**src/rtl/seq_alu.sv**
```systemverilog
`default_nettype none
// ============================================================================
// seq_alu : handshaked ALU, single-cycle logic/arith plus iterative shifts/MUL
// Revision: 1.0
// ============================================================================
module seq_alu #(
  parameter int unsigned WIDTH  = 32,
  parameter bit          MUL_EN = 1'b1
) (
  input  logic             clk,
  input  logic             reset_n,
  input  logic             start,
  input  logic             abort,
  input  logic [3:0]       f,
  input  logic [WIDTH-1:0] a,
  input  logic [WIDTH-1:0] b,
  output logic [WIDTH-1:0] y,
  output logic             zero,
  output logic             ovf,
  output logic             busy,
  output logic             done
);

  localparam int unsigned c_SHW  = $clog2(WIDTH);
  localparam int unsigned c_CNTW = c_SHW + 1;

  typedef enum logic [0:0] {S_IDLE = 1'b0, S_EXEC = 1'b1} state_t;
  typedef enum logic [1:0] {K_SLL = 2'd0, K_SRL = 2'd1, K_SRA = 2'd2, K_MUL = 2'd3} kind_t;

  state_t            state_q, state_d;
  kind_t             kind_q, kind_d;
  logic [WIDTH-1:0]  acc_q, acc_d;
  logic [WIDTH-1:0]  mcand_q, mcand_d;
  logic [WIDTH-1:0]  mplier_q, mplier_d;
  logic [c_CNTW-1:0] cnt_q, cnt_d;
  logic [WIDTH-1:0]  y_q, y_d;
  logic              zero_q, zero_d;
  logic              ovf_q, ovf_d;
  logic              done_q, done_d;

  logic [WIDTH-1:0]  w_sum, w_diff, w_addnb, w_res;
  logic              w_ovf, w_multi;
  kind_t             w_kind;

  assign w_sum   = a + b;
  assign w_diff  = a - b;
  assign w_addnb = a + ~b;

  always_comb begin
    w_res   = '0;
    w_ovf   = 1'b0;
    w_multi = 1'b0;
    w_kind  = K_SLL;
    case (f)
      4'b0000: w_res = a & b;
      4'b0001: w_res = a | b;
      4'b0010: begin
        w_res = w_sum;
        w_ovf = (a[WIDTH-1] == b[WIDTH-1]) && (w_sum[WIDTH-1] != a[WIDTH-1]);
      end
      4'b0011: w_res = a & ~b;
      4'b0101: w_res = w_addnb;
      4'b0110: begin
        w_res = w_diff;
        w_ovf = (a[WIDTH-1] != b[WIDTH-1]) && (w_diff[WIDTH-1] != a[WIDTH-1]);
      end
      4'b0111: w_res = {{(WIDTH-1){1'b0}}, (a < b)};
      4'b1000: w_res = {{(WIDTH-1){1'b0}}, ($signed(a) < $signed(b))};
      4'b1001: begin w_multi = 1'b1; w_kind = K_SLL; end
      4'b1010: begin w_multi = 1'b1; w_kind = K_SRL; end
      4'b1011: begin w_multi = 1'b1; w_kind = K_SRA; end
      4'b1100: begin
        // Without the multiplier this opcode falls through as a single-cycle zero.
        if (MUL_EN) begin
          w_multi = 1'b1;
          w_kind  = K_MUL;
        end
      end
      default: w_res = '0;
    endcase
  end

  always_comb begin
    state_d  = state_q;
    kind_d   = kind_q;
    acc_d    = acc_q;
    mcand_d  = mcand_q;
    mplier_d = mplier_q;
    cnt_d    = cnt_q;
    y_d      = y_q;
    zero_d   = zero_q;
    ovf_d    = ovf_q;
    done_d   = 1'b0;
    case (state_q)
      S_IDLE: begin
        if (start) begin
          if (w_multi) begin
            state_d  = S_EXEC;
            kind_d   = w_kind;
            mcand_d  = a;
            mplier_d = b;
            if (w_kind == K_MUL) begin
              acc_d = '0;
              cnt_d = c_CNTW'(WIDTH);
            end else begin
              acc_d = a;
              cnt_d = {1'b0, b[c_SHW-1:0]};
            end
          end else begin
            y_d    = w_res;
            zero_d = (w_res == '0);
            ovf_d  = w_ovf;
            done_d = 1'b1;
          end
        end
      end
      S_EXEC: begin
        // Abort outranks the final writeback so a cancelled op never reports.
        if (abort) begin
          state_d = S_IDLE;
        end else if (cnt_q == '0) begin
          y_d     = acc_q;
          zero_d  = (acc_q == '0);
          ovf_d   = 1'b0;
          done_d  = 1'b1;
          state_d = S_IDLE;
        end else begin
          cnt_d = cnt_q - c_CNTW'(1);
          case (kind_q)
            K_SLL:   acc_d = {acc_q[WIDTH-2:0], 1'b0};
            K_SRL:   acc_d = {1'b0, acc_q[WIDTH-1:1]};
            K_SRA:   acc_d = {acc_q[WIDTH-1], acc_q[WIDTH-1:1]};
            default: begin
              if (mplier_q[0]) acc_d = acc_q + mcand_q;
              mcand_d  = {mcand_q[WIDTH-2:0], 1'b0};
              mplier_d = {1'b0, mplier_q[WIDTH-1:1]};
            end
          endcase
        end
      end
      default: state_d = S_IDLE;
    endcase
  end

  always_ff @(posedge clk or negedge reset_n) begin
    if (!reset_n) begin
      state_q  <= S_IDLE;
      kind_q   <= K_SLL;
      acc_q    <= '0;
      mcand_q  <= '0;
      mplier_q <= '0;
      cnt_q    <= '0;
      y_q      <= '0;
      zero_q   <= 1'b1;
      ovf_q    <= 1'b0;
      done_q   <= 1'b0;
    end else begin
      state_q  <= state_d;
      kind_q   <= kind_d;
      acc_q    <= acc_d;
      mcand_q  <= mcand_d;
      mplier_q <= mplier_d;
      cnt_q    <= cnt_d;
      y_q      <= y_d;
      zero_q   <= zero_d;
      ovf_q    <= ovf_d;
      done_q   <= done_d;
    end
  end

  assign y    = y_q;
  assign zero = zero_q;
  assign ovf  = ovf_q;
  assign busy = (state_q == S_EXEC);
  assign done = done_q;

endmodule
`default_nettype wire

```
**config.mk**
```make
export PLATFORM = sky130hd
export DESIGN_NAME = seq_alu
export DESIGN_NICKNAME = d
export VERILOG_FILES = /design/src/rtl/seq_alu.sv
export SDC_FILE = /design/constraint.sdc
export NUM_CORES = 1
export LEC_CHECK = 0
export BUFFER_PORTS_ARGS = -buffer_cell sky130_fd_sc_hd__clkbuf_2
export CAP_MARGIN = 20
export CORE_ASPECT_RATIO = 1.1
export CORE_UTILIZATION = 60
export CTS_BUF_LIST = sky130_fd_sc_hd__clkbuf_16
export DETAILED_ROUTE_END_ITERATION = 6
export PLACE_DENSITY_LB_ADDON = 0.1
export SYNTH_ARGS = -nofsm -noshare
export SYNTH_HDL_FRONTEND = slang
export SYNTH_SLANG_ARGS = --single-unit
export TNS_END_PERCENT = 100
```
**constraint.sdc**
```tcl
create_clock -name clk -period 5 [get_ports clk]
set_input_delay 0.5 -clock clk [delete_from_list [all_inputs] [get_ports clk]]
set_output_delay 0.5 -clock clk [all_outputs]
set_load 0.005 [all_outputs]
```
==> results of run 1 <==
stage by stage:
step | util [%] | cells | area, um2 | hold slack, ns
after floorplan | - | 2044 | 15800 | 0.204
after global placement | 65.4 | 2424 | 16700 | 0.459
after detailed placement | 65.4 | 2424 | 16700 | 0.468
after CTS | 67.7 | 2456 | 17300 | 0.181
after global routing | 67.7 | 2458 | 17300 | 0.221
final | 67.8 | 2460 | 17300 | 0.123
state kept, by name, summed over array words and instances (netlist names):
signal,flops
ovf,1
busy,1
y,32
zero,1
acc_q,32
kind_q,2
mcand_q,32
mplier_q,32
cnt_q,6
done,1
final cells by class:
class	instances	area, um2
Inverter	105	394
Sequential cell	140	3510
Fill cell	2201	8240
Clock buffer	17	425
Timing Repair Buffer	164	970
Antenna cell	3	7.51
Clock inverter	15	164
Multi-Input combinational cell	1670	11400
Tap cell	346	433
power by group through the flow:
stage | Clock (uW) | Combinational, uW | Sequential (uW)
after global routing | 1360 | 3560 | 2040
after floorplan | 0 | 2320 | 1840
after CTS | 1320 | 3180 | 1980
after detailed placement | 0 | 3160 | 2000
final | 1320 | 3280 | 2000
after global placement | 0 | 3050 | 1980
per-layer routing:
metal / vias up / routed length [um] / track usage (%)
met1: 8221 / 23800 / 60.4
met2: 1133 / 25600 / 67.1
met4: 0 / 3310 / 23.1
met5: - / 0 / 0
li1: 7699 / - / -
met3: 215 / 7340 / 9.52
how the worst max path moves through the flow:
stage / slack, ns / from / cells past startpoint / endpoint
final: 0.90 / a[6] / 14 / zero
after global routing: 0.67 / a[18] / 14 / zero
after CTS: 1.01 / a[7] / 15 / zero
after detailed placement: 0.56 / a[7] / 15 / zero
after global placement: 0.60 / a[7] / 15 / zero
after floorplan: 1.44 / a[0] / 14 / zero
cells by family (layout without fill, tap and decap cells):
kind of cell               Yosys count  in the layout
AOI/OAI and AO/OA                  702            702
DFF                                140            140
and+or+nand+nor                    659            659
xor gates and xnor gates            47             47
other                                0              3
buffers and inverters              234            301
adders and majority gates          139            139
muxes                              123            123
cell usage after synthesis, types with 16 or more instances:
| cell type | count |
|---|---|
| nor2_1 | 129 |
| a211oi_1 | 24 |
| nand2_1 | 262 |
| o32ai_1 | 21 |
| nor4_1 | 25 |
| clkbuf_1 | 89 |
| a22o_1 | 21 |
| a21o_1 | 30 |
| nand3_1 | 37 |
| inv_1 | 101 |
| o211ai_1 | 29 |
| nor3_1 | 54 |
| nand2b_1 | 24 |
| o21ai_0 | 200 |
| mux2_2 | 27 |
| dfrtp_1 | 139 |
| a22oi_1 | 18 |
| ha_1 | 135 |
| a31oi_1 | 17 |
| xnor2_1 | 34 |
| nor2b_1 | 25 |
| mux2i_1 | 96 |
| a21oi_1 | 133 |
| buf_2 | 21 |
| a221oi_1 | 17 |
| o21a_1 | 16 |
| o31ai_1 | 24 |
| a222oi_1 | 21 |
layout by cell type, fill, tap and decap left out, types with 21 or more instances in the layout:
master,instances
nor4_1,25
o21ai_0,200
o211ai_1,29
nand2b_1,24
dfrtp_1,138
nand2_1,262
a21oi_1,133
a21o_1,30
a22o_1,21
nor2_1,127
o32ai_1,21
mux2i_1,96
nand3_1,37
mux2_2,27
a222oi_1,21
nor2b_1,24
buf_4,56
xnor2_1,34
a211oi_1,24
clkbuf_2,106
inv_1,100
o31ai_1,24
ha_1,135
nor3_1,54
==> flow_summary.json, run 1 <==
{
  "path_common_cell": "o21ai_1",
  "hold_viol": 0,
  "cpPeakStageDelay_ns": 0.62,
  "htreeDepth": 4,
  "preCtsSetupSlack_ns": 0.556,
  "cp_max_fo": 15,
  "tightest_slew_ns": 1.10,
  "antenna_found_initial": 2,
  "numCtsBuffers": 17,
  "synth_ff_type": "dfrtp_1",
  "total_power_uw": 6600,
  "grt_pass1_vias": 15815,
  "layout_setup_ws_ns": 0.895,
  "setup.worst_path.class": "in -> reg",
  "synthSimpleGateAreaFrac_pct": 19.9,
  "clockBufferDepth": 2,
  "grt_start_max_net_pins": 96,
  "regToRegStartpoint": "acc_q[1]",
  "grt_util_all_layers_pct": 44.7,
  "place.gp.congestion": 1.09,
  "leakage_uw": 0.00777,
  "place_hpwl_um": 45800,
  "synth_cells": 2044,
  "pwr_density_cell_mw_per_mm2": 381,
  "ioPinCount": 108,
  "area_growth_pct": 9.92,
  "reg2reg_depth": 13,
  "synth_adder_area_share_pct": 11.2,
  "fmax_mhz": 244,
  "rrSetupSlack_ns": 1.38,
  "num_vias": 17268,
  "hold_path_class": "in -> async",
  "seqPwrFrac_pct": 30.3,
  "layout_min_cycle_time_ns": 4.10,
  "relSlewSlack_pct": 26.7,
  "setup_violations": 0,
  "detail-route-antenna-nets": 0,
  "p_sw_share_pct": 45.3,
  "globalRouteOverflowTotal": 0,
  "synth_nets": 2255,
  "postCtsHoldBufs": 0,
  "die_x_um": 157,
  "setup-tns-final_ns": 0,
  "crit_path_start_kind": "input port",
  "drt_first_pass_iters": 7,
  "synth_top_area_share_pct": 22.1,
  "rows": 61,
  "grt_setup_unrepaired": "no",
  "async_flop_share_pct": 100,
  "die_area_mm2": 0.0269,
  "synth_area_leader_cell": "dfrtp_1",
  "p_int_uw": 3610,
  "drc_errors": 0,
  "wl_per_cell_um": 24.4,
  "comb_power_share_pct": 49.7,
  "cp.arrival_ns": 4.48,
  "end_kind": "flip-flop",
  "syn_area_per_cell_um2": 7.71,
  "yosys_warnings": 0,
  "p_switching_uw": 2990,
  "skew_ns": 0.0208,
  "core_area_mm2": 0.0256,
  "die_y_um": 172,
  "cp.required_ns": 5.37,
  "clockRootBuffer": "clkbuf_16",
  "synth_top_family_by_area": "compound AO/OA/AOI/OAI gates",
  "synthMuxAreaShare_pct": 8.03,
  "crit_slowest_cell": "ha_1",
  "cts_tree": "built",
  "start_util_pct": 61.6,
  "drv_slew": 0,
  "ys_types": 96,
  "status": "completed",
  "clk_pin_slew_worst_paths_ns": 0.07,
  "via_per_inst": 7.02,
  "worstSkewPairLatency_ns": 0.45,
  "synth-edff-count": 0,
  "nNetsFinal": 2309,
  "path_cells": "clkbuf_2 -> inv_1 -> ha_1 -> and2b_2 -> o21ai_0 -> a21oi_1 -> nor3_1 -> o221ai_1 -> o21ai_1 -> nand2_1 -> or4b_1 -> nor4_2 -> nand4b_1 -> o21ai_1",
  "postCtsSetupBuffers": 0,
  "synth-seq-area-share_pct": 22.2,
  "grt_pass1_wl_um": 90700,
  "routed_wl_um": 60100,
  "critPathBufInv": 2,
  "crit_family": "simple AND/OR/NAND/NOR gates",
  "p_clk_share_pct": 20.0,
  "synth-xor-area-share_pct": 2.61,
  "cts_resized": 0,
  "syn-cell-area_mm2": 0.0158,
  "synth-compound-area-share_pct": 30.1,
  "synthTopCellsByArea": "dfrtp_1, ha_1, o21ai_0",
  "drv_cap": 0,
  "drt_iter0_drc": 2146,
  "r2r_end": "acc_q[30]",
  "fin_crit_sh_pct": 82.1,
  "synth-seq-cells": 140,
  "drive_gt1_share_pct": 12.7,
  "clkSinkCount": 140,
  "numPortBuffers": 107,
  "ir_drop_v": 0.000366
}
No activity file was read; power rests on OpenSTA's default activity.
==> inputs of run 2 (changes only) <==
CORE_UTILIZATION = 57   (was 60)
clock period = 3.6 ns   (was 5 ns; I/O delays follow)
==> run 2 against run 1 <==
- the run now ends with DRC left
- die area grew 5.2%
- sequential power is 38% higher
- clock skew shrank 0.012 ns
- largest cell class unchanged
- final area grew 15%
- critical endpoint unchanged
- via count is 8.6% higher
- global-route usage rose by 1.4 points
- critical path depth increased by 2
- cell count grew 13%
- clock power grew 37%
- combinational power is 59% higher
- clock-buffer cell count stayed put
- non-clock buffer count up 314
==> flow_summary.json, run 2 (synthesized netlist as in run 1, its figures left out) <==
{
  "layout_min_cycle_time_ns": 3.54,
  "rrSetupSlack_ns": 0.11,
  "pwr_density_cell_mw_per_mm2": 494,
  "cp_max_fo": 5,
  "num_vias": 18751,
  "finish.utilization_pct": 73.5,
  "reg2reg_depth": 12,
  "drc_errors": 17,
  "leakage_uw": 0.00930,
  "violations": "DRC",
  "preCtsSetupSlack_ns": -0.388,
  "cts_tree": "built",
  "wl_per_cell_um": 23.6,
  "min_path_cells": 3,
  "status": "finished with violations",
  "fin_crit_sh_pct": 98.2,
  "setup.worst_path.class": "in -> reg",
  "cp-endpoint": "zero",
  "ir_drop_v": 0.000550,
  "worstSkewPairLatency_ns": 0.44,
  "final_common_cell": "buf_4",
  "skew_ns": 0.00840,
  "drv_cap": 0,
  "nNetsFinal": 2623,
  "hold_viol": 0,
  "core_area_mm2": 0.0270,
  "dpl.cell_count": 2747,
  "via_per_inst": 6.74,
  "layout_setup_ws_ns": 0.0634,
  "die_y_um": 176,
  "place_hpwl_um": 50300,
  "grt_util_all_layers_pct": 46.1,
  "r2r_end": "acc_q[31]",
  "clockRootBuffer": "clkbuf_16",
  "setup_violations": 0,
  "numCtsBuffers": 17,
  "numPortBuffers": 107,
  "critPathLaunch": "a[6]",
  "regToRegStartpoint": "acc_q[10]",
  "rows": 63,
  "clk_pin_slew_worst_paths_ns": 0.07,
  "htreeDepth": 4,
  "total_power_uw": 9810,
  "n_antenna_cell": 0,
  "routed_wl_um": 65500,
  "area_growth_pct": 26.0,
  "start_util_pct": 58.3,
  "grt_pass1_wl_um": 101000,
  "grt_start_max_net_pins": 76,
  "final_cell_mix": "buf_4, nand2_1, o21ai_0",
  "tightest_slew_ns": 0.959,
  "relSlewSlack_pct": 36.1,
  "crit_path_start_kind": "input port",
  "die_area_mm2": 0.0283,
  "drt_first_pass_iters": 7,
  "globalRouteOverflowTotal": 0,
  "clkSinkCount": 140,
  "drt_iter0_drc": 2275,
  "ioPinCount": 108,
  "hold_path_class": "in -> reg",
  "drive_gt1_share_pct": 24.7,
  "cp.required_ns": 3.96,
  "end_kind": "flip-flop",
  "cp.arrival_ns": 3.89,
  "finalNonFillerCells": 2782,
  "die_x_um": 161,
  "drv_slew": 0,
  "fmax_mhz": 283,
  "grt_setup_unrepaired": "yes",
  "clockBufferDepth": 2,
  "detail-route-antenna-nets": 0,
  "grt_pass1_vias": 17658,
  "place.gp.congestion": 1.01,
  "antenna_found_initial": 0
}
## run 2: worst min path at each step
stage,from,to
after global routing,b[31],mplier_q[31]
after CTS,b[31],mplier_q[31]
after floorplan,reset_n,acc_q[0]
final,b[31],mplier_q[31]
after global placement,reset_n,mcand_q[3]
after detailed placement,reset_n,mcand_q[4]
## run 2: routing by layer
layer  GRT usage [%]  part of all wire, %  vias up
met3            12.5                   13      258
met4            20.2                  4.8        0
met2            70.5                   43     1389
met1            60.9                   39     8776
li1                -                    -     8328
met5               0                    0        -
## run 2: repair_timing
action / CTS / global route
hold buffers: 1 / 0
endpoints found under the hold margin: 65 / 0
resized for setup: 0 / 22
endpoints found under the setup margin: 0 / 8
setup buffers: 0 / 1
## run 2: through the flow
step                      hold slack (ns)  cell area, um2  TNS, ns
after global routing                0.302           19900  -0.0777
final                               0.287           19900        0
after detailed placement            0.376           19100    -1.62
after CTS                           0.284           19800        0
after floorplan                    0.0644           15800        0
after global placement              0.376           19100   -0.978
## run 2: critical path, stage by stage
cell	delay, ns
clkbuf_2	0.17
inv_1	0.09
ha_1	0.37
buf_4	0.18
or4_1	0.55
or2_4	0.27
a31oi_2	0.19
nor3_1	0.14
buf_4	0.16
nor3_1	0.26
mux2i_1	0.12
a211oi_1	0.25
o21ai_1	0.17
nor4_1	0.31
nand4b_1	0.14
o21ai_1	0.17
## run 2: where the power goes
group          switching (uW)  internal, uW  leakage (uW)
logic                    2970          2260       0.00725
clock network             728          1090      0.000285
registers                 634          2130       0.00177
## run 2: area by class of cell
cell class                      count  area (um2)
Fill cell                        2050        7180
Multi-Input combinational cell   1670       11500
Sequential cell                   140        3510
Clock inverter                     15         170
Inverter                          105         394
Timing Repair Buffer              478        3400
Tap cell                          357         447
Clock buffer                       17         425
